===== config.mk =====
export PLATFORM = sky130hd
export DESIGN_NAME = inst_encoder
export DESIGN_NICKNAME = d
export VERILOG_FILES = /design/src/rtl/inst_encoder.sv
export SDC_FILE = /design/constraint.sdc
export NUM_CORES = 1
export LEC_CHECK = 0
export ABC_AREA = 0
export CORE_MARGIN = 4
export CORE_UTILIZATION = 35
export DETAILED_ROUTE_END_ITERATION = 10
export PLACE_DENSITY = 0.65
export REMOVE_ABC_BUFFERS = 1
export SYNTH_ARGS = -nofsm -noshare
export SYNTH_HDL_FRONTEND = slang
export SYNTH_SLANG_ARGS = --single-unit

===== constraint.sdc =====
create_clock -name clk -period 4 [get_ports clk]
set_clock_uncertainty 0.05 [all_clocks]
set_input_delay 1 -clock clk [delete_from_list [all_inputs] [get_ports clk]]
set_output_delay 1 -clock clk [all_outputs]
set_load 0.02 [all_outputs]

===== src/rtl/inst_encoder.sv =====
// RV32I instruction encoder: packs decoded fields and a sign-extended
// immediate into a 32-bit instruction word, flags immediates that do not
// fit the selected format, and buffers {err, word} in a small FIFO.
module inst_encoder #(
  parameter int DEPTH = 4
) (
  input  logic        clk,
  input  logic        rst_n,
  input  logic        flush,
  input  logic        in_valid,
  output logic        in_ready,
  input  logic [2:0]  in_mode,
  input  logic [6:0]  in_opcode,
  input  logic [4:0]  in_rd,
  input  logic [4:0]  in_rs1,
  input  logic [4:0]  in_rs2,
  input  logic [2:0]  in_funct3,
  input  logic [6:0]  in_funct7,
  input  logic [31:0] in_imme,
  output logic        out_valid,
  input  logic        out_ready,
  output logic [31:0] out_instruction,
  output logic        out_err,
  output logic [15:0] enc_count,
  output logic [7:0]  err_count
);

  localparam logic [2:0] TYPE_R = 3'b000;
  localparam logic [2:0] TYPE_I = 3'b001;
  localparam logic [2:0] TYPE_S = 3'b010;
  localparam logic [2:0] TYPE_B = 3'b011;
  localparam logic [2:0] TYPE_U = 3'b100;
  localparam logic [2:0] TYPE_J = 3'b101;

  localparam int AW = (DEPTH > 1) ? $clog2(DEPTH) : 1;
  localparam int CW = $clog2(DEPTH) + 1;

  // Returns {err, word}. Illegal immediates still produce the truncated
  // encoding so the generator can inspect what would have been emitted.
  function automatic logic [32:0] encode_word(
    input logic [2:0]  mode,
    input logic [6:0]  opcode,
    input logic [4:0]  rd,
    input logic [4:0]  rs1,
    input logic [4:0]  rs2,
    input logic [2:0]  funct3,
    input logic [6:0]  funct7,
    input logic [31:0] imm
  );
    logic [31:0] w;
    logic        e;
    w = '0;
    e = 1'b0;
    case (mode)
      TYPE_R: begin
        w = {funct7, rs2, rs1, funct3, rd, opcode};
      end
      TYPE_I: begin
        w = {imm[11:0], rs1, funct3, rd, opcode};
        e = (imm[31:11] != {21{imm[11]}});
      end
      TYPE_S: begin
        w = {imm[11:5], rs2, rs1, funct3, imm[4:0], opcode};
        e = (imm[31:11] != {21{imm[11]}});
      end
      TYPE_B: begin
        w = {imm[12], imm[10:5], rs2, rs1, funct3, imm[4:1], imm[11], opcode};
        e = (imm[31:12] != {20{imm[12]}}) || imm[0];
      end
      TYPE_U: begin
        w = {imm[31:12], rd, opcode};
        e = (imm[11:0] != 12'd0);
      end
      TYPE_J: begin
        w = {imm[20], imm[10:1], imm[11], imm[19:12], rd, opcode};
        e = (imm[31:20] != {12{imm[20]}}) || imm[0];
      end
      default: begin
        w = '0;
        e = 1'b1;
      end
    endcase
    return {e, w};
  endfunction

  // Saturating 8-bit increment for the error counter.
  function automatic logic [7:0] sat_inc8(input logic [7:0] v);
    return (v == 8'hFF) ? v : v + 8'd1;
  endfunction

  logic [32:0]   enc_p0;
  logic [32:0]   mem [DEPTH];
  logic [AW-1:0] wr_ptr;
  logic [AW-1:0] rd_ptr;
  logic [CW-1:0] count;
  logic          push;
  logic          pop;

  // Encode stage: combinational into the FIFO write port
  assign enc_p0 = encode_word(in_mode, in_opcode, in_rd, in_rs1, in_rs2,
                              in_funct3, in_funct7, in_imme);

  assign in_ready  = rst_n && !flush && (count < CW'(DEPTH));
  assign out_valid = (count != '0);
  assign push      = in_valid && in_ready;
  assign pop       = out_valid && out_ready;

  assign out_instruction = out_valid ? mem[rd_ptr][31:0] : 32'd0;
  assign out_err         = out_valid ? mem[rd_ptr][32]   : 1'b0;

  // FIFO storage: data is written on accept only and never reset
  always_ff @(posedge clk) begin
    if (push) mem[wr_ptr] <= enc_p0;
  end

  // FIFO control: reset and flush take priority over any push or pop
  always_ff @(posedge clk) begin
    if (!rst_n) begin
      wr_ptr <= '0;
      rd_ptr <= '0;
      count  <= '0;
    end else if (flush) begin
      wr_ptr <= '0;
      rd_ptr <= '0;
      count  <= '0;
    end else begin
      if (push) wr_ptr <= wr_ptr + AW'(1);
      if (pop)  rd_ptr <= rd_ptr + AW'(1);
      if (push && !pop)      count <= count + CW'(1);
      else if (!push && pop) count <= count - CW'(1);
    end
  end

  // Statistics: every accept counts, errored accepts saturate at 255
  always_ff @(posedge clk) begin
    if (!rst_n) begin
      enc_count <= '0;
      err_count <= '0;
    end else if (push) begin
      enc_count <= enc_count + 16'd1;
      if (enc_p0[32]) err_count <= sat_inc8(err_count);
    end
  end

endmodule

==> impl_metrics.yaml <==
floorplanning:
  die_height_um: 154
  initial_core_util_pct: 35.5
  overall_die_width_um: 154
  placementRows: 53
  design.portCount: 131
  core_um2: 21000
  die_area_um2: 23600
grt:
  grt_first_pass_wirelength_mm: 29.0
  global_route.usage.total_pct: 15.8
  grt_start_max_net_pins: 37
  grt_remaining_overflow: 0
  first_global_vias: 5250
  initial_antenna_violation_count: 1
hold_path:
  hold_depth: 2
  worst_hold_path_type: "reg -> reg"
  worstHoldEndpoint: "err_count[6]"
  hold_path_startpoint: "err_count[6]"
placed_design:
  detailed_place_hpwl_mm: 12.7
  finalWeightedCongestion: 0.899
  preCtsSetupSlack_ns: 0.325
  placement.io_buffers: 130
power:
  peakVddDrop_mv: 0.292
  power.density_cell_area_nw_per_um2: 406
  p_leak_uw: 0.00333
logic_synthesis:
  async_flop_share_pct: 0
  flops_latches_synth: 165
  post_synth_inst_count: 539
  synth.avg_cell_area_um2: 13.8
  synth_enable_flop_cells: 132
  synthesis.yosys.warnings: 0
  post_synth_instance_area_um2: 7430
  yosysUniqueCellTypes: 53
  synth_flop_cell: "sky130_fd_sc_hd__edfxtp_1"
  synth_sequential_area_ratio_pct: 62.2
drt:
  drt_pass1_iterations: 5
  via_count: 4941
  avgViaCountPerCell: 5.13
  drt_first_iter_violations: 353
  routed_wirelength_mm: 18.5
  drc_errors: 0
  wl_per_cell_um: 19.2
  antenna_violating_nets_post_route: 0
sta:
  worst_pin_slew_ns: 0.546
  period_share_pct: 86.6
  fin_crit_ns: 3.46
  hold_violations: 0
  max_freq_ghz: 0.289
  worst_slack_ns: 0.538
  setup-tns-final_ns: 0
  grt_setup_unrepaired: "false"
  setup-violations-final: 0
  timing.slew.headroom_pct: 63.6
  timing.hold.ws_ns: 0.459
  timing.final.max_slew_violations: 0
clocking:
  clk_transition_reported_paths_ns: 0.06
  cts.path.max_buffers: 2
  clock_tree.htree_level_count: 4
  cts_made_buffers: 17
  root_cell_of_the_clock_tree: "sky130_fd_sc_hd__clkbuf_16"
  cts.sink_count: 165
  clock_latency_on_the_worst_skew_pair_ns: 0.42
  tritoncts: "built"
  postCtsResizedCells: 0
  post_cts.repair.setup_buffers: 0
  holdBufCountCts: 0
cells_and_area:
  postLayoutCoreUtil_pct: 46.2
  post_route_cells_drive_above_1_share_pct: 13.2
  fill_cells: 1883
  antennaDiodeCount: 0
  syn_to_layout_area_delta_pct: 30.2
  nets: 756
critical_path:
  cp_data_arrival_time_ns: 2.41
  crit_path_end_kind: "output port"
  critical_path_peak_fanout: 19
  crit_path_category: "reg -> out"
  reg2reg_setup_slack_ns: 1.54
  rr_endpoint: "count[2]"
  launching_point_of_the_worst_reg2reg_path: "count[2]"
  timing.reg2reg.worst_path_depth: 9
  crit_required_ns: 2.95
  critical_path.startpoint_type: "register"
outcome:
  run_status: "completed"
flow_run:
  max_cap_viol_count: 0
how the worst max path moves through the flow:
| stage | end | slack [ns] | depth (start not counted) |
|---|---|---|---|
| after global placement | err_count[7] | 0.43 | 8 |
| after CTS | out_err | 0.46 | 4 |
| after global routing | out_err | 0.36 | 4 |
| final | out_instruction[31] | 0.54 | 4 |
| after detailed placement | err_count[6] | 0.32 | 8 |
| after floorplan | out_err | 0.60 | 2 |
sequential cells by signal (all words and copies together), names as in the netlist, named ones only:
signal	flops
mem	132
enc_count	16
err_count	8
count	3
rd_ptr	2
wr_ptr	2
final cells by class:
type,count,area (um2),area share (%)
clock buffers,19,433,4.47
inverters,17,63.8,0.659
flip-flops and latches,165,4630,47.8
clock inverters,13,168,1.73
repair buffers,146,1430,14.8
multi-input cells,329,2610,27.0
well taps,275,344,3.55
cell usage in the layout (no fill, tap or decap), drive strengths merged, types with 4 or more instances in the layout:
cell type / instances
mux2i: 16
inv: 20
clkdlybuf4s50: 130
nand2: 49
a21oi: 10
clkinv: 7
and3: 7
ha: 7
edfxtp: 132
xor2: 8
clkbuf: 19
dfxtp: 33
mux4: 33
and2: 58
nand2b: 5
nand4: 8
nor2: 22
a22oi: 4
buf: 16
xnor2: 11
or3: 6
a22o: 5
a21boi: 4
o21ai: 25
nor3: 6
nand3: 12
Yosys cell counts, drive strengths merged (6+ instances only):
master	number	share of area, %
nor2	22	1.1
clkbuf	20	1.1
or3	6	0.52
and2	58	4.9
nand4	8	0.67
mux4	33	10
xnor2	11	1.3
edfxtp	132	53
and3	7	0.59
nor3	6	0.40
mux2i	16	2.2
nand2	49	2.5
dfxtp	33	8.9
a21oi	10	0.67
nand3	12	0.81
buf	8	0.64
inv	16	0.81
xor2	8	0.94
ha	7	1.2
o21ai	25	1.7
logic make-up after synthesis:
| logic type | count (synthesis) | share of synthesized area [%] |
|---|---|---|
| compound gates | 64 | 5.69 |
| xor+xnor | 19 | 2.24 |
| fa+ha+maj | 8 | 1.45 |
| buf+inv | 45 | 2.64 |
| flops | 165 | 62.2 |
| mux | 51 | 12.5 |
| simple gates | 187 | 13.3 |
power by group:
part           switching [uW]  internal (uW)  leakage (uW)
logic                     208            195       0.00157
registers                8.17           1880       0.00147
clock network             693            942      0.000289
worst max-delay path: stages (launching register included):
cell                              delay, ns
sky130_fd_sc_hd__dfxtp_2               0.32
sky130_fd_sc_hd__buf_4                 0.37
sky130_fd_sc_hd__mux4_2                0.55
sky130_fd_sc_hd__and2_1                0.17
sky130_fd_sc_hd__clkdlybuf4s50_1       0.58
metal layers:
layer / up-vias / GRT usage, % / wire length [um]
met2: 199 / 26.1 / 9170
met1: 2435 / 20.4 / 7740
met5: - / 0 / 0
met3: 15 / 4.84 / 1410
met4: 0 / 3.99 / 170
li1: 2292 / - / -
per-stage QoR:
step           area (um2)  power, uW  instances
2_1_floorplan        7300       2100        511
3_3_place_gp         9080       2320        932
3_5_place_dp         9080       2330        932
4_1_cts              9680       3980        964
5_1_grt              9680       4080        964
6_report             9680       3930        964
(Power assumes the default switching activity.)
